**src/rtl/pooling_pkg.sv**
```systemverilog
// pooling_pkg
// Shared definitions for the streaming pooling unit: lane width, the
// max/min mode encoding and the fp32 total-order comparison used by every
// select element.
package pooling_pkg;

   localparam int DATA_WIDTH = 32;

   typedef enum logic {
      POOL_MAX = 1'b0,
      POOL_MIN = 1'b1
   } pool_mode_e;

   // Total order on raw fp32 bit patterns: sign-magnitude, so every negative
   // value sorts below every positive one and -0 < +0. NaNs are not special;
   // they simply order by their bit pattern like any other value.
   function automatic logic fp32_lt(input logic [DATA_WIDTH-1:0] a,
                                    input logic [DATA_WIDTH-1:0] b);
      logic res;
      if (a[DATA_WIDTH-1] != b[DATA_WIDTH-1]) begin
         res = a[DATA_WIDTH-1];
      end else if (a[DATA_WIDTH-1]) begin
         res = (a[DATA_WIDTH-2:0] > b[DATA_WIDTH-2:0]);
      end else begin
         res = (a[DATA_WIDTH-2:0] < b[DATA_WIDTH-2:0]);
      end
      return res;
   endfunction

endpackage

```
**src/rtl/pooling_sel2.sv**
```systemverilog
// pooling_sel2
// Combinational two-input fp32 select. Returns the larger (POOL_MAX) or the
// smaller (POOL_MIN) operand under the fp32 total order. The result is always
// a bit-exact copy of one operand.
//   mode_i : select direction
//   a_i    : first operand
//   b_i    : second operand
//   y_o    : selected operand
module pooling_sel2
   import pooling_pkg::*;
(
   input  pool_mode_e            mode_i,
   input  logic [DATA_WIDTH-1:0] a_i,
   input  logic [DATA_WIDTH-1:0] b_i,
   output logic [DATA_WIDTH-1:0] y_o
);

   logic a_lt_b;

   assign a_lt_b = fp32_lt(a_i, b_i);

   // On equal operands either choice is the same bit pattern.
   always_comb begin
      y_o = a_i;
      if (mode_i == POOL_MAX) begin
         y_o = a_lt_b ? b_i : a_i;
      end else begin
         y_o = a_lt_b ? a_i : b_i;
      end
   end

endmodule

```
**src/rtl/pooling_stream_unit.sv**
```systemverilog
// pooling_stream_unit
// Streaming KxK max/min pooling (stride K). One feature-map row of
// INPUT_SIZE fp32 lanes arrives per beat; every K input lanes are reduced
// horizontally into one column, and K consecutive rows are reduced vertically
// into one pooled output row. in_last closes a window early (partial result).
//   clk, rst_n   : clock, synchronous active-low reset
//   mode         : 0 = max, 1 = min; latched on the first row of a window
//   in_valid/in_ready/in_last/data_in : input row stream, lane 0 in MSBs
//   out_valid/out_ready/out_partial/data_out : pooled row stream
//
// Control is implicit in row_cnt_q and out_valid_q:
//   state                      | meaning
//   row_cnt_q=0                | idle / waiting for first row of a window
//   row_cnt_q=1..K-1           | window open, acc_q holds rows seen so far
//   out_valid_q=1, !out_ready  | result stalled, input stalled too
//   out_valid_q=1,  out_ready  | result leaving, input may close next window
// KERNEL_SIZE is legal in 2..4.
module pooling_stream_unit
   import pooling_pkg::*;
#(
   parameter  int OUTPUT_SIZE = 3,
   parameter  int KERNEL_SIZE = 2,
   localparam int INPUT_SIZE  = OUTPUT_SIZE * KERNEL_SIZE
)(
   input  logic                              clk,
   input  logic                              rst_n,
   input  logic                              mode,
   input  logic                              in_valid,
   output logic                              in_ready,
   input  logic                              in_last,
   input  logic [INPUT_SIZE*DATA_WIDTH-1:0]  data_in,
   output logic                              out_valid,
   input  logic                              out_ready,
   output logic                              out_partial,
   output logic [OUTPUT_SIZE*DATA_WIDTH-1:0] data_out
);

   // Two bits cover row indices 0..3 for the legal kernel sizes.
   localparam int                CNT_W    = 2;
   localparam logic [CNT_W-1:0]  LAST_ROW = CNT_W'(KERNEL_SIZE - 1);

   logic [CNT_W-1:0]                   row_cnt_q,     row_cnt_d;
   pool_mode_e                         mode_q,        mode_d;
   logic [DATA_WIDTH-1:0]              acc_q [OUTPUT_SIZE];
   logic [DATA_WIDTH-1:0]              acc_d [OUTPUT_SIZE];
   logic                               out_valid_q,   out_valid_d;
   logic                               out_partial_q, out_partial_d;
   logic [OUTPUT_SIZE*DATA_WIDTH-1:0]  data_out_q,    data_out_d;

   logic [DATA_WIDTH-1:0]              lane_in  [INPUT_SIZE];
   logic [DATA_WIDTH-1:0]              horz     [OUTPUT_SIZE];
   logic [DATA_WIDTH-1:0]              vert_sel [OUTPUT_SIZE];
   logic [DATA_WIDTH-1:0]              vert     [OUTPUT_SIZE];
   logic [OUTPUT_SIZE*DATA_WIDTH-1:0]  result_flat;

   logic       first_row;
   logic       in_fire;
   logic       out_fire;
   logic       close_win;
   pool_mode_e eff_mode;

   assign first_row = (row_cnt_q == '0);
   // The first row of a window uses the live mode so it can be applied in the
   // same cycle it is latched; later rows ignore mode changes.
   assign eff_mode  = first_row ? pool_mode_e'(mode) : mode_q;

   assign in_ready  = !(out_valid_q && !out_ready);
   assign in_fire   = in_valid && in_ready;
   assign out_fire  = out_valid_q && out_ready;
   assign close_win = in_fire && ((row_cnt_q == LAST_ROW) || in_last);

   for (genvar i = 0; i < INPUT_SIZE; i++) begin : g_unpack
      assign lane_in[i] = data_in[(INPUT_SIZE-1-i)*DATA_WIDTH +: DATA_WIDTH];
   end

   for (genvar j = 0; j < OUTPUT_SIZE; j++) begin : g_lane
      logic [DATA_WIDTH-1:0] chain [KERNEL_SIZE];

      // Linear select chain; with K <= 4 the depth stays at three selects.
      assign chain[0] = lane_in[j*KERNEL_SIZE];
      for (genvar k = 1; k < KERNEL_SIZE; k++) begin : g_horz
         pooling_sel2 u_sel_h (
            .mode_i (eff_mode),
            .a_i    (chain[k-1]),
            .b_i    (lane_in[j*KERNEL_SIZE+k]),
            .y_o    (chain[k])
         );
      end
      assign horz[j] = chain[KERNEL_SIZE-1];

      pooling_sel2 u_sel_v (
         .mode_i (eff_mode),
         .a_i    (acc_q[j]),
         .b_i    (horz[j]),
         .y_o    (vert_sel[j])
      );

      assign vert[j] = first_row ? horz[j] : vert_sel[j];
      assign result_flat[(OUTPUT_SIZE-1-j)*DATA_WIDTH +: DATA_WIDTH] = vert[j];
   end

   always_comb begin
      row_cnt_d     = row_cnt_q;
      mode_d        = mode_q;
      acc_d         = acc_q;
      out_valid_d   = out_valid_q;
      out_partial_d = out_partial_q;
      data_out_d    = data_out_q;

      if (in_fire) begin
         acc_d = vert;
         if (first_row) begin
            mode_d = eff_mode;
         end
         row_cnt_d = close_win ? '0 : row_cnt_q + CNT_W'(1);
      end

      // A close wins over a draining handshake so back-to-back windows leave
      // no bubble on the output.
      if (close_win) begin
         out_valid_d   = 1'b1;
         data_out_d    = result_flat;
         out_partial_d = (row_cnt_q != LAST_ROW);
      end else if (out_fire) begin
         out_valid_d = 1'b0;
      end
   end

   always_ff @(posedge clk) begin
      if (!rst_n) begin
         row_cnt_q     <= '0;
         mode_q        <= POOL_MAX;
         out_valid_q   <= 1'b0;
         out_partial_q <= 1'b0;
         data_out_q    <= '0;
         for (int j = 0; j < OUTPUT_SIZE; j++) begin
            acc_q[j] <= '0;
         end
      end else begin
         row_cnt_q     <= row_cnt_d;
         mode_q        <= mode_d;
         out_valid_q   <= out_valid_d;
         out_partial_q <= out_partial_d;
         data_out_q    <= data_out_d;
         acc_q         <= acc_d;
      end
   end

   assign out_valid   = out_valid_q;
   assign out_partial = out_partial_q;
   assign data_out    = data_out_q;

endmodule

```
**config.mk**
```make
export PLATFORM = sky130hd
export DESIGN_NAME = pooling_stream_unit
export DESIGN_NICKNAME = d
export VERILOG_FILES = /design/src/rtl/pooling_pkg.sv /design/src/rtl/pooling_sel2.sv /design/src/rtl/pooling_stream_unit.sv
export SDC_FILE = /design/constraint.sdc
export NUM_CORES = 1
export LEC_CHECK = 0
export CORE_ASPECT_RATIO = 0.75
export CORE_MARGIN = 2
export CORE_UTILIZATION = 48
export CTS_CLUSTER_DIAMETER = 80
export DETAILED_ROUTE_END_ITERATION = 12
export GPL_TIMING_DRIVEN = 0
export PLACE_DENSITY = 0.79
export SYNTH_ARGS = -nofsm -noshare
export SYNTH_HDL_FRONTEND = slang
export SYNTH_SLANG_ARGS = --single-unit
```
**constraint.sdc**
```tcl
create_clock -name clk -period 7 [get_ports clk]
set_input_delay 2.1 -clock clk [delete_from_list [all_inputs] [get_ports clk]]
set_output_delay 2.1 -clock clk [all_outputs]
set_load 0.01 [all_outputs]
```
=== Word-level counts from Yosys, hierarchy flattened ===
Cells that the tools add are included.

* $lt $le $gt $ge: 12
* Mux-type cells: 37
* Equality and inequality tests: 8
* $add $sub $neg: 1
* Reduce and logical (&&, ||, !) cells: 10

{| class="wikitable"
|+ Operators with widths
! operator !! number
|-
| 32-bit two-way mux || 21
|-
| 31-bit greater-than comparator || 6
|-
| 31-bit less-than comparator || 6
|-
| 1-bit two-way mux || 15
|-
| 1-bit != test || 6
|-
| 1-bit logical AND || 4
|-
| 2-bit by 1-bit adder with 2-bit output (second input constant) || 1
|-
| 2-bit by 1-bit equality test with 1-bit output (second input constant) || 1
|-
| 1-bit zero test || 2
|-
| 2-bit zero test || 1
|-
| 2-bit two-way mux || 1
|-
| 2-bit by 1-bit != test with 1-bit output (second input constant) || 1
|-
| 2-bit AND reduction || 1
|-
| 2-bit nonzero test || 1
|-
| 1-bit logical OR || 1
|}

* Register bits after elaboration: 197
* Output and inout port bits: 99
* Word-level logic and storage cells: 76
* Input port bits: 198

=== Longest topological paths before layout ===
* Word-level depth: 11
* Gate-level depth with buffers: 23
* Mapped depth without buffers: 20

=== Modules after synthesis ===
Synthesis repeated with hierarchy kept, for this count alone.

* Cells, all modules: 3696
* Area, all modules: 26990.9 um^2

{| class="wikitable"
|+ By module, submodules not included
! module !! instances !! area an instance (um^2) !! seq. area each (um^2) !! cells an instance
|-
| pooling_sel2 || 6 || 3047.9 || 0.0 || 464
|-
| pooling_stream_unit || 1 || 8703.3 || 3943.8 || 912
|}

=== Least setup slack after synthesis ===
No wires, ideal clock.

* Path kind: input port to flip-flop
* Start: input data_in[30]
* End: register acc_q[10] (netlist bit)
* Buffers on the path: 2
* Setup slack: -190 ps
* Data arrival time: 7119 ps
* Cell stages on the path: 21
* Library setup time: 70 ps
* Required time: 6930 ps
* Path through: inv_1 > ha_1 > nand4_2 > or4_1 > or4_1 > o22a_2 > a21o_1 > buf_6 > a22oi_2 > nor2_2 > ha_1 > a21oi_1 > nand2_1 > a221o_1 > or3_1 > or3_1 > o311ai_0 > mux2i_1 > nand3_1 > clkbuf_1 > o2bb2ai_1

* Cells in the longest elaborated chain, start to end: 11
* Elaborated cells on any way between the ends: 16
* Those cells by class: order compare (4); eq/ne (1); mux (11)

{| class="wikitable"
|+ RTL lines
! item !! line !! text
|-
| start: declaration || pooling_stream_unit.sv:31 || <nowiki>input logic [INPUT_SIZE*DATA_WIDTH-1:0] data_in,</nowiki>
|-
| 31-bit less-than comparator / 31-bit greater-than comparator (equally long branches) || pooling_pkg.sv:25, pooling_pkg.sv:23 ||
|-
| 1-bit two-way mux || pooling_pkg.sv:22 || <nowiki>end else if (a[DATA_WIDTH-1]) begin</nowiki>
|-
| 1-bit two-way mux || pooling_pkg.sv:20 || <nowiki>if (a[DATA_WIDTH-1] != b[DATA_WIDTH-1]) begin</nowiki>
|-
| 32-bit two-way mux (on tied branches) || pooling_sel2.sv:26, pooling_sel2.sv:28 ||
|-
| 32-bit two-way mux * || pooling_sel2.sv:25 || <nowiki>if (mode_i == POOL_MAX) begin</nowiki>
|-
| 31-bit less-than comparator / 31-bit greater-than comparator (equally long branches) || pooling_pkg.sv:25, pooling_pkg.sv:23 ||
|-
| 1-bit two-way mux || pooling_pkg.sv:22 ||
|-
| 1-bit two-way mux || pooling_pkg.sv:20 ||
|-
| 32-bit two-way mux (on tied branches) || pooling_sel2.sv:26, pooling_sel2.sv:28 ||
|-
| 32-bit two-way mux || pooling_sel2.sv:25 ||
|-
| 32-bit two-way mux * || pooling_stream_unit.sv:98 || <nowiki>assign vert[j] = first_row ? horz[j] : vert_sel[j];</nowiki>
|-
| end signal: indexed assignment || pooling_stream_unit.sv:137 || <nowiki>acc_q[j] <= '0;</nowiki>
|-
| end signal: assignment || pooling_stream_unit.sv:145 || <nowiki>acc_q <= acc_d;</nowiki>
|-
| end: declaration || pooling_stream_unit.sv:44 || <nowiki>logic [DATA_WIDTH-1:0] acc_q [OUTPUT_SIZE];</nowiki>
|}

Every way passes the cells marked *; elsewhere a longest branch is shown, timed or not.
A chain may end at the register's enable or synchronous reset.

=== Worst setup path after layout ===
* Start: input data_in[154]
* End: register data_out_q[64], in the netlist data_out[64]

* Cells in the longest elaborated chain, start to end: 11
* Elaborated cells on any way between the ends: 16
* Those cells by class: order compare (4); eq/ne (1); mux (11)

{| class="wikitable"
|+ RTL lines
! item !! line !! text
|-
| 31-bit less-than comparator / 31-bit greater-than comparator (equally long branches) || pooling_pkg.sv:25, pooling_pkg.sv:23 ||
|-
| 1-bit two-way mux || pooling_pkg.sv:22 ||
|-
| 1-bit two-way mux || pooling_pkg.sv:20 ||
|-
| 32-bit two-way mux (on tied branches) || pooling_sel2.sv:26, pooling_sel2.sv:28 ||
|-
| 32-bit two-way mux * || pooling_sel2.sv:25 ||
|-
| 31-bit less-than comparator / 31-bit greater-than comparator (equally long branches) || pooling_pkg.sv:25, pooling_pkg.sv:23 ||
|-
| 1-bit two-way mux || pooling_pkg.sv:22 ||
|-
| 1-bit two-way mux || pooling_pkg.sv:20 ||
|-
| 32-bit two-way mux (on tied branches) || pooling_sel2.sv:26, pooling_sel2.sv:28 ||
|-
| 32-bit two-way mux || pooling_sel2.sv:25 ||
|-
| 32-bit two-way mux * || pooling_stream_unit.sv:98 ||
|-
| end signal: assignment || pooling_stream_unit.sv:144 || <nowiki>data_out_q <= data_out_d;</nowiki>
|-
| end: declaration || pooling_stream_unit.sv:48 || <nowiki>logic [OUTPUT_SIZE*DATA_WIDTH-1:0] data_out_q, data_out_d;</nowiki>
|}

Marks and branches as above.

==> flow_metrics.tcl <==
set metrics [dict create \
    hold_viol_final 0 \
    critPathCaptureType "register" \
    status "finished, violations left" \
    p_int_mw 2.84 \
    grt_max_degree 18 \
    period_needed_ns 7.05 \
    synth_top_area_share_pct 27.6 \
    whs_ns 0.448 \
    rows 54 \
    arrival_ns 7.43 \
    relSlewSlack_pct 31.7 \
    muxShareOfSynthArea_pct 4.99 \
    r2r-end "acc_q[21]" \
    seq_area_frac_synth_pct 27.6 \
    drc 0 \
    portBuffers 295 \
    crit_fanout 6 \
    synth.top_cells.by_area "dfxtp_1 (28%), ha_1 (17%), nand2_1 (6.5%), o21ai_0 (5.6%), mux2i_1 (4.9%)" \
    cpMostUsedCell "buf_4" \
    crit_path_end "data_out[64]" \
    syn_avg_cell_area_sq_um 8.24 \
    antenna_found_initial 4 \
    wl_um 54300 \
    cp.required_ns 7.38 \
    peakVddDrop_mv 0.192 \
    slowest_delay_ns 0.67 \
    seq_area_sq_um 3940 \
    synth_simple_gate_area_share_pct 16.3 \
    initial_core_util_pct 48.9 \
    synth_top_area_cell "dfxtp_1" \
    wl_per_cell_um 21.4 \
    critPathSlowestCell "or4_4" \
    die_x_um 203 \
    track_usage_pct 31.3 \
    yosys_warnings 0 \
    place.gp.congestion 0.914 \
    period_share_pct 101 \
    synth_top_family_by_area "compound AO/OA/AOI/OAI gates" \
    netlist_top_cells_count "nand2_1 (247), dfxtp_1 (197), ha_1 (194)" \
    power.share.clock_pct 23.8 \
    htree_levels 4 \
    max-cap-violations 0 \
    p_comb_share_pct 46.0 \
    power_leakage_nw 8.93 \
    finalSetupViolations 11 \
    nFillCells 1897 \
    insertion_delay_ns 0.45 \
    dp_cells 2419 \
    layout.nets 2524 \
    dp_hpwl_um 36000 \
    swShare_pct 37.0 \
    synth_xor_area_share_pct 0.123 \
    powerDensity_nw_per_um2 207 \
    grt_pass1_wl_um 78600 \
    synth_cells 1732 \
    synth_area_sq_um 14300 \
    synth-edff-count 0 \
    synthMostInstantiatedCell "nand2_1" \
    cts_inserted_buffers 17 \
    vias 15700 \
    min_path_type "register to register" \
    ys_types 64 \
    max_freq_mhz 142 \
    synth_compound_area_share_pct 27.6 \
    r2r_start "mode_q" \
    switchingPower_mw 1.67 \
    grt-ovfl-total 0 \
    top_level_ports 297 \
    rsz0062_at_grt "yes" \
    critPathLaunchType "input port" \
    synthAdderAreaFrac_pct 17.0 \
    clk_pin_slew_ns 0.07 \
    violations "setup timing" \
    area_growth_pct 52.4 \
    clock-sinks 197 \
    via_per_inst 6.16 \
    async_reset_ff_share_pct 0 \
    seq_power_share_pct 30.2 \
    critPathKind "input port to register" \
    core_area_sq_um 29200 \
    skew_ns 0.0124 \
    postRouteAntennaNets 0 \
    die_area_sq_um 31200 \
    firstDrtPassIters 5 \
    synth-main-ff-cell "dfxtp_1" \
    hold_depth 2 \
    setup_ws_ns -0.0520 \
    drt-initial-drc-count 1310 \
    cts_buffer_depth 2 \
    layoutNonFillerInstCount 2541 \
    crit_start "data_in[154]" \
    worstMarginPinSlew_ns 1.02 \
    grt_pass1_vias 14900 \
    multi_input_area_sq_um 11500 \
    syn_nets 2124 \
    worstRegToRegCells 20 \
    drv_slew 0 \
    drive_gt1_share_pct 27.0 \
    r2r_slack_ns 1.24 \
    ys_ff_latch 197 \
    cts_root_buf "clkbuf_16" \
    cts_tree "built" \
    die_h_um 153 \
]
sequential cells by signal, summed over array words and instances, names as in the netlist:
name,cells
acc_q,96
data_out,96
row_cnt_q,2
mode_q,1
out_partial,1
out_valid,1
power groups by stage:
stage	clock network (mW)	logic [mW]	registers, mW
2_1_floorplan	0	0.902	1.37
3_3_place_gp	0	1.41	1.36
3_5_place_dp	0	1.46	1.36
4_1_cts	1.06	1.74	1.35
5_1_grt	1.11	2.21	1.37
6_report	1.07	2.07	1.36
worst max-delay path, delay by kind of cell:
kind | cells | cell delay [ns]
mux | 3 | 0.79
fa+ha+maj | 2 | 0.46
simple gates | 3 | 1.11
xor+xnor | 1 | 0.15
compound gates | 7 | 1.57
buf+inv | 9 | 1.23
stage by stage:
step / setup slack [ns] / setup TNS, ns / cell area [sq um] / util (%) / power, mW
6_report: -0.0520 / -0.131 / 21800 / 74.6 / 4.51
4_1_cts: -0.0322 / -0.0338 / 20000 / 68.5 / 4.15
5_1_grt: -0.172 / -14.27 / 21800 / 74.6 / 4.70
3_3_place_gp: -1.94 / -265.66 / 17800 / 61.0 / 2.77
2_1_floorplan: 0.0963 / 0 / 14400 / - / 2.27
3_5_place_dp: -1.97 / -276.53 / 17800 / 61.0 / 2.83
logic make-up (layout without fill, tap and decap cells):
kind of cell / count (synthesis) / count (layout)
multiplexers: 71 / 71
AND/OR/NAND/NOR: 486 / 486
flip-flops: 197 / 197
buffers and inverters: 221 / 634
other: 0 / 4
adder cells (fa/ha/maj): 194 / 194
AO/OA/AOI/OAI: 561 / 561
XOR/XNOR: 2 / 2
timing repair:
item | 4_1_cts | 5_1_grt
pin swaps | 105 | 92
hold endpoints to repair | 0 | 0
resized for setup | 422 | 416
endpoints found under the setup margin | 186 | 186
buffers inserted | 41 | 33
gates cloned | 12 | 5
hold buffers | 0 | 0
worst min path at each step:
stage	start	slack, ns	to
finish	data_out[1]	0.45	data_out[1]
global route	data_out[1]	0.46	data_out[1]
CTS	data_out[1]	0.45	data_out[1]
detailed placement	data_out[69]	0.44	data_out[69]
global placement	data_out[11]	0.44	data_out[11]
floorplan	acc_q[32]	0.43	acc_q[32]
cells in the final DEF (no fill, tap or decap), types with 36 or more instances in the layout:
master and instances:
nand2_1 247, dfxtp_1 197, clkdlybuf4s50_1 187, ha_1 140, o21ai_0 130, a21oi_1 97
inv_1 87, buf_4 84, and2_1 63, o21ai_1 56, ha_4 54, clkbuf_1 45
dlymetal6s2s_1 42, buf_6 36
routing by layer:
metal	vias up	share of wire, %	track usage (%)
met5	-	0	0
met4	0	3.1	8.69
met3	145	8.2	5.88
met2	847	47	51.2
met1	7531	42	42.0
li1	7138	-	-
cell type report:
cell class	instances	share of cell area, %
repair buffers	385	17.8
well taps	392	2.25
clock inverters	12	0.759
diodes	4	0.0460
multi-input cells	1314	52.9
plain buffers	101	3.90
clock buffers	20	2.10
inverters	116	2.06
flip-flops and latches	197	18.1
No activity file was read; power rests on OpenSTA's default activity.
